===== src/rtl/riscv_uart_tx.sv =====
// riscv_uart_tx: memory-mapped UART transmitter.
// Bytes written by the io bridge are queued in a small FIFO and serialized
// 8N1, LSB first, on tx. Software reads the FIFO level and flags through status.
// Optional feature macro: UART_TX_PARITY_EN inserts an even parity bit (8E1).
module riscv_uart_tx #(
    parameter int CLKS_PER_BIT = 87,
    parameter int FIFO_DEPTH   = 16
) (
    input  logic        clk,
    input  logic        rst,
    input  logic        wr_en,
    input  logic [7:0]  wr_data,
    input  logic        ovf_clr,
    output logic        tx,
    output logic [31:0] status,
    output logic        busy
);

    localparam int AW = $clog2(FIFO_DEPTH);
    localparam int NW = AW + 1;
    localparam int CW = (CLKS_PER_BIT > 1) ? $clog2(CLKS_PER_BIT) : 1;
    localparam logic [NW-1:0] DEPTH_N   = NW'(FIFO_DEPTH);
    localparam logic [CW-1:0] BAUD_LAST = CW'(CLKS_PER_BIT - 1);

    typedef enum logic [2:0] {
        IDLE,
        START,
        DATA,
`ifdef UART_TX_PARITY_EN
        PARITY,
`endif
        STOP
    } state_t;

    logic [7:0]    mem_q [FIFO_DEPTH];
    logic [AW-1:0] wrPtr_q;
    logic [AW-1:0] rdPtr_q;
    logic [NW-1:0] count_q;
    logic [NW-1:0] count_d;
    logic          ovf_q;
    logic          ovf_d;

    state_t        state_q;
    logic [CW-1:0] baudCnt_q;
    logic [2:0]    bitIdx_q;
    logic [7:0]    shift_q;
    logic          tx_q;
`ifdef UART_TX_PARITY_EN
    logic          parity_q;
`endif

    logic          pop;
    logic          push;
    logic          drop;
    logic          baudDone;
    logic [7:0]    headByte;
    logic [7:0]    countSat;
    logic          fifoFull;
    logic          fifoEmpty;

    assign headByte  = mem_q[rdPtr_q];
    assign baudDone  = (baudCnt_q == BAUD_LAST);
    assign fifoFull  = (count_q == DEPTH_N);
    assign fifoEmpty = (count_q == '0);

    // FIFO handshake: a full FIFO still takes a write when the head leaves in the same cycle
    always_comb begin
        pop     = (state_q == IDLE) && !fifoEmpty;
        push    = wr_en && ((count_q < DEPTH_N) || pop);
        drop    = wr_en && !push;
        count_d = count_q;
        if (push && !pop) begin
            count_d = count_q + NW'(1);
        end else if (pop && !push) begin
            count_d = count_q - NW'(1);
        end
        ovf_d = ovf_q;
        if (drop) begin
            ovf_d = 1'b1;
        end else if (ovf_clr) begin
            ovf_d = 1'b0;
        end
    end

    // FIFO pointers, fill level and the sticky overflow flag
    always_ff @(posedge clk) begin
        if (rst) begin
            wrPtr_q <= '0;
            rdPtr_q <= '0;
            count_q <= '0;
            ovf_q   <= 1'b0;
        end else begin
            if (push) begin
                wrPtr_q <= wrPtr_q + AW'(1);
            end
            if (pop) begin
                rdPtr_q <= rdPtr_q + AW'(1);
            end
            count_q <= count_d;
            ovf_q   <= ovf_d;
        end
    end

    // FIFO storage; contents are meaningless until written, so no reset is needed
    always_ff @(posedge clk) begin
        if (push) begin
            mem_q[wrPtr_q] <= wr_data;
        end
    end

    // Serializer: start bit, eight data bits LSB first, optional parity, stop bit
    always_ff @(posedge clk) begin
        if (rst) begin
            state_q   <= IDLE;
            baudCnt_q <= '0;
            bitIdx_q  <= '0;
            shift_q   <= '0;
            tx_q      <= 1'b1;
`ifdef UART_TX_PARITY_EN
            parity_q  <= 1'b0;
`endif
        end else begin
            case (state_q)
                IDLE: begin
                    tx_q      <= 1'b1;
                    baudCnt_q <= '0;
                    if (pop) begin
                        shift_q <= headByte;
`ifdef UART_TX_PARITY_EN
                        parity_q <= ^headByte;
`endif
                        tx_q    <= 1'b0;
                        state_q <= START;
                    end
                end
                START: begin
                    if (baudDone) begin
                        baudCnt_q <= '0;
                        bitIdx_q  <= '0;
                        tx_q      <= shift_q[0];
                        state_q   <= DATA;
                    end else begin
                        baudCnt_q <= baudCnt_q + CW'(1);
                    end
                end
                DATA: begin
                    if (baudDone) begin
                        baudCnt_q <= '0;
                        shift_q   <= {1'b0, shift_q[7:1]};
                        if (bitIdx_q == 3'd7) begin
`ifdef UART_TX_PARITY_EN
                            tx_q    <= parity_q;
                            state_q <= PARITY;
`else
                            tx_q    <= 1'b1;
                            state_q <= STOP;
`endif
                        end else begin
                            bitIdx_q <= bitIdx_q + 3'd1;
                            tx_q     <= shift_q[1];
                        end
                    end else begin
                        baudCnt_q <= baudCnt_q + CW'(1);
                    end
                end
`ifdef UART_TX_PARITY_EN
                PARITY: begin
                    if (baudDone) begin
                        baudCnt_q <= '0;
                        tx_q      <= 1'b1;
                        state_q   <= STOP;
                    end else begin
                        baudCnt_q <= baudCnt_q + CW'(1);
                    end
                end
`endif
                STOP: begin
                    if (baudDone) begin
                        baudCnt_q <= '0;
                        tx_q      <= 1'b1;
                        state_q   <= IDLE;
                    end else begin
                        baudCnt_q <= baudCnt_q + CW'(1);
                    end
                end
                default: begin
                    baudCnt_q <= '0;
                    tx_q      <= 1'b1;
                    state_q   <= IDLE;
                end
            endcase
        end
    end

    // Status count field is 8 bits wide; deep FIFOs saturate it at 255
    generate
        if (NW > 8) begin : g_countSat
            assign countSat = (count_q > NW'(255)) ? 8'hFF : count_q[7:0];
        end else begin : g_countPad
            assign countSat = 8'(count_q);
        end
    endgenerate

    assign tx     = tx_q;
    assign busy   = (state_q != IDLE) || !fifoEmpty;
    assign status = {20'b0, ovf_q, busy, fifoFull, fifoEmpty, countSat};

endmodule

===== config.mk =====
export PLATFORM = sky130hd
export DESIGN_NAME = riscv_uart_tx
export DESIGN_NICKNAME = d
export VERILOG_FILES = /design/src/rtl/riscv_uart_tx.sv
export SDC_FILE = /design/constraint.sdc
export NUM_CORES = 1
export LEC_CHECK = 0
export ABC_CLOCK_PERIOD_IN_PS = 4700
export CAP_MARGIN = 40
export CORE_ASPECT_RATIO = 0.7
export CORE_MARGIN = 2
export CORE_UTILIZATION = 30
export CTS_CLUSTER_DIAMETER = 30
export DETAILED_ROUTE_END_ITERATION = 8
export REMOVE_ABC_BUFFERS = 1
export SYNTH_ARGS = -nofsm -noshare
export SYNTH_HDL_FRONTEND = slang
export SYNTH_SLANG_ARGS = --single-unit
export TNS_END_PERCENT = 5

===== constraint.sdc =====
create_clock -name clk -period 4.7 [get_ports clk]
set_clock_uncertainty 0.05 [all_clocks]
set_input_delay 0.47 -clock clk [delete_from_list [all_inputs] [get_ports clk]]
set_output_delay 0.47 -clock clk [all_outputs]
set_load 0.01 [all_outputs]

==> flow_summary.json <==
{
  "cp-end-kind": "register",
  "avgSynthCellArea_um2": 14.75,
  "finalPower_mw": 4.357,
  "dieArea_um2": 24860,
  "crit_chain": "inv_1 -> ha_1 -> inv_1 -> a21boi_1 -> ha_1 -> inv_1 -> fa_1 -> a21o_1 -> a21oi_1 -> xnor2_1 -> or3_1 -> a21oi_1",
  "leakagePower_nw": 2.685,
  "chipWidth_um": 187.6,
  "arrival_ns": 3.64,
  "ant_nets": 0,
  "switching_share": 0.3005,
  "cp-endpoint": "count_q[4]",
  "netlist_area_um2": 7079,
  "hold_viol_final": 0,
  "worstReg2RegStart": "state_q[0]",
  "cp_max_fo": 8,
  "crit_path_start_kind": "register",
  "drc": 0,
  "path_common_cell": "inv_1",
  "p_clk_frac": 0.299,
  "worstPathRequired_ns": 5.00,
  "setup_violations": 0,
  "r2r_end": "count_q[4]",
  "stdcell_count": 829,
  "finalCritPeriodShare": 0.7110,
  "tightest_slew_ns": 0.9003,
  "place_ws_ns": 1.221,
  "clk_pin_slew_worst_paths_ns": 0.06,
  "drv_cap": 0,
  "slew_viol_final": 0,
  "setup_ws_ns": 1.359,
  "r2r_slack_ns": 1.36,
  "setup_tns_ns": 0,
  "grt_pass1_vias": 3855,
  "grt_usage": 0.1196,
  "cts_buffers": 17,
  "crit_path_start": "state_q[0]",
  "cp_top_family": "compound AO/OA/AOI/OAI gates",
  "cts_tree": "built",
  "drt_iter0_drc": 307,
  "row_count": 46,
  "cts_buffer_depth": 2,
  "cts.sinks": 167,
  "synthCells": 480,
  "drive_gt1_frac": 0.1373,
  "wl_per_cell_um": 17.48,
  "io_buffers": 22,
  "nNetsFinal": 535,
  "postCtsHoldBufs": 0,
  "grt_pass1_wl_um": 22360,
  "r2r_cells": 12,
  "grt_max_degree": 30,
  "start_util": 0.3090,
  "switchingPower_mw": 1.310,
  "holdCritPathClass": "register to register",
  "synth-main-ff-cell": "edfxtp_1",
  "vias": 3955,
  "final_cell_mix": "edfxtp_1 (128), nor2_1 (47), dfxtp_1 (38), mux4_2 (26), conb_1 (23)",
  "wl_um": 14490,
  "antenna_found_initial": 0,
  "max_freq_mhz": 299.3,
  "syn2layout_area_growth_pct": 14.81,
  "cts-resized-gates": 0,
  "io_pins": 46,
  "ys_types": 43,
  "yosysSeqAreaShare": 0.6532,
  "outcome": "complete, no violations",
  "die_h_um": 132.5,
  "max_slew_margin": 0.3998,
  "ys_ff_latch": 167,
  "clock_latency_ns": 0.42,
  "critPathBufInv": 3,
  "powerDensity_nw_per_um2": 536.1,
  "via_per_inst": 4.771,
  "ys_warn_count": 0,
  "overflow": 0,
  "combPwrFrac": 0.284,
  "p_int_mw": 3.048,
  "p_seq_frac": 0.417,
  "rsz0062_at_grt": "false",
  "antenna_cells": 0,
  "drtPass1Iterations": 5,
  "cp.depth": 12,
  "dp.cells": 796,
  "cpMaxStageDelayCell": "a21boi_1",
  "irDropWorstVdd_mv": 0.2406,
  "ys_async_sr_fraction": 0,
  "place_congestion": 0.7703,
  "htreeDepth": 4,
  "cts_root_buf": "clkbuf_16",
  "final_common_cell": "edfxtp_1",
  "post_cts_buffers": 0,
  "coreArea_um2": 22910,
  "critPathKind": "register to register",
  "dp_hpwl_um": 9709,
  "period_needed_ns": 3.342,
  "worst_path_largest_cell_delay_ns": 0.61,
  "synth-edff-count": 128
}
==> cells in the mapped netlist, types with 3 or more instances <==
library cell  instances  area (um^2)
a2111oi_0             7        61.31
a21o_1                3        22.52
a21oi_1              18        90.09
a221oi_1              7        61.31
a22oi_1               7        52.55
buf_1                 3        11.26
buf_2                 4        20.02
buf_4                28        210.2
clkbuf_1             14        52.55
dfxtp_1              39        780.8
edfxtp_1            128         3844
ha_1                 18        225.2
inv_1                13        48.80
mux2_2                7        78.83
mux2i_1               6        60.06
mux4_2               26        585.6
nand2_1              11        41.29
nand2b_1              4        25.02
nand3_1               8        40.04
nand4_1               8        50.05
nor2_1               47        176.4
nor2b_1              16        100.1
nor3_1                5        25.02
o21ai_0              12        60.06
o31ai_1               8        60.06
xnor2_1               8        70.07
xor2_1                6        52.55
==> power groups by stage <==
stage	Sequential, mW	Clock [mW]	Combinational (mW)
global placement	1.87	0	1.14
CTS	1.82	1.33	1.24
floorplan	1.85	0	0.820
global route	1.84	1.39	1.37
detailed placement	1.85	0	1.24
finish	1.82	1.30	1.24
==> worst reg2reg max path: cells and delay by family (launching register included) <==
| kind | cells | cell delay, ns |
|---|---|---|
| AOI/OAI and AO/OA | 4 | 1.15 |
| xor gates and xnor gates | 1 | 0.10 |
| adders and majority gates | 3 | 0.98 |
| buffers and inverters | 3 | 0.34 |
| DFF | 1 | 0.36 |
| and+or+nand+nor | 1 | 0.30 |
==> logic make-up after synthesis <==
group,synth area share
flops,0.6532
simple gates,0.07353
compound gates,0.06681
buf+inv,0.05161
mux,0.1023
fa+ha+maj,0.03464
xor+xnor,0.01732
other cells,0.0005297
==> worst min-delay path by stage <==
| stage | from | end | slack (ns) | depth (start not counted) |
|---|---|---|---|---|
| final | baudCnt_q[0] | baudCnt_q[0] | 0.42 | 1 |
| after global routing | baudCnt_q[0] | baudCnt_q[0] | 0.46 | 1 |
| after CTS | baudCnt_q[0] | baudCnt_q[0] | 0.42 | 1 |
| after detailed placement | baudCnt_q[0] | baudCnt_q[0] | 0.41 | 1 |
| after global placement | baudCnt_q[0] | baudCnt_q[0] | 0.39 | 1 |
| after floorplan | baudCnt_q[0] | baudCnt_q[0] | 0.38 | 1 |
==> per-stage QoR <==
step	hold slack, ns	utilization	instance area (um^2)
after detailed placement	0.4079	0.3302	7565
after global placement	0.3900	0.3282	7517
after floorplan	0.3758	-	6845
final	0.4220	0.3548	8128
after global routing	0.4630	0.3548	8128
after CTS	0.4219	0.3545	8120
==> flip-flops by register name, summed over array words and instances, names as in the netlist, named ones only <==
register / count
tx: 1
bitIdx_q: 3
wrPtr_q: 4
baudCnt_q: 7
rdPtr_q: 4
mem_q: 128
count_q: 5
ovf_q: 1
shift_q: 8
state_q: 2
==> cell type report <==
| class | instances | area [um^2] |
|---|---|---|
| Multi-Input combinational cell | 271 | 2172 |
| Inverter | 13 | 48.80 |
| Fill cell | 2178 | 14780 |
| Tap cell | 312 | 390.4 |
| Clock buffer | 29 | 543.0 |
| Sequential cell | 167 | 4626 |
| Timing Repair Buffer | 34 | 335.3 |
| Clock inverter | 3 | 12.51 |
==> layer usage <==
layer / vias to the layer above / part of all wire / GRT usage
li1: 1814 / - / -
met2: 121 / 0.46 / 0.1805
met3: 15 / 0.051 / 0.02440
met5: - / 0 / 0
met1: 2005 / 0.48 / 0.1702
met4: 0 / 0.012 / 0.04506
Power figures use the tool's default switching activity.
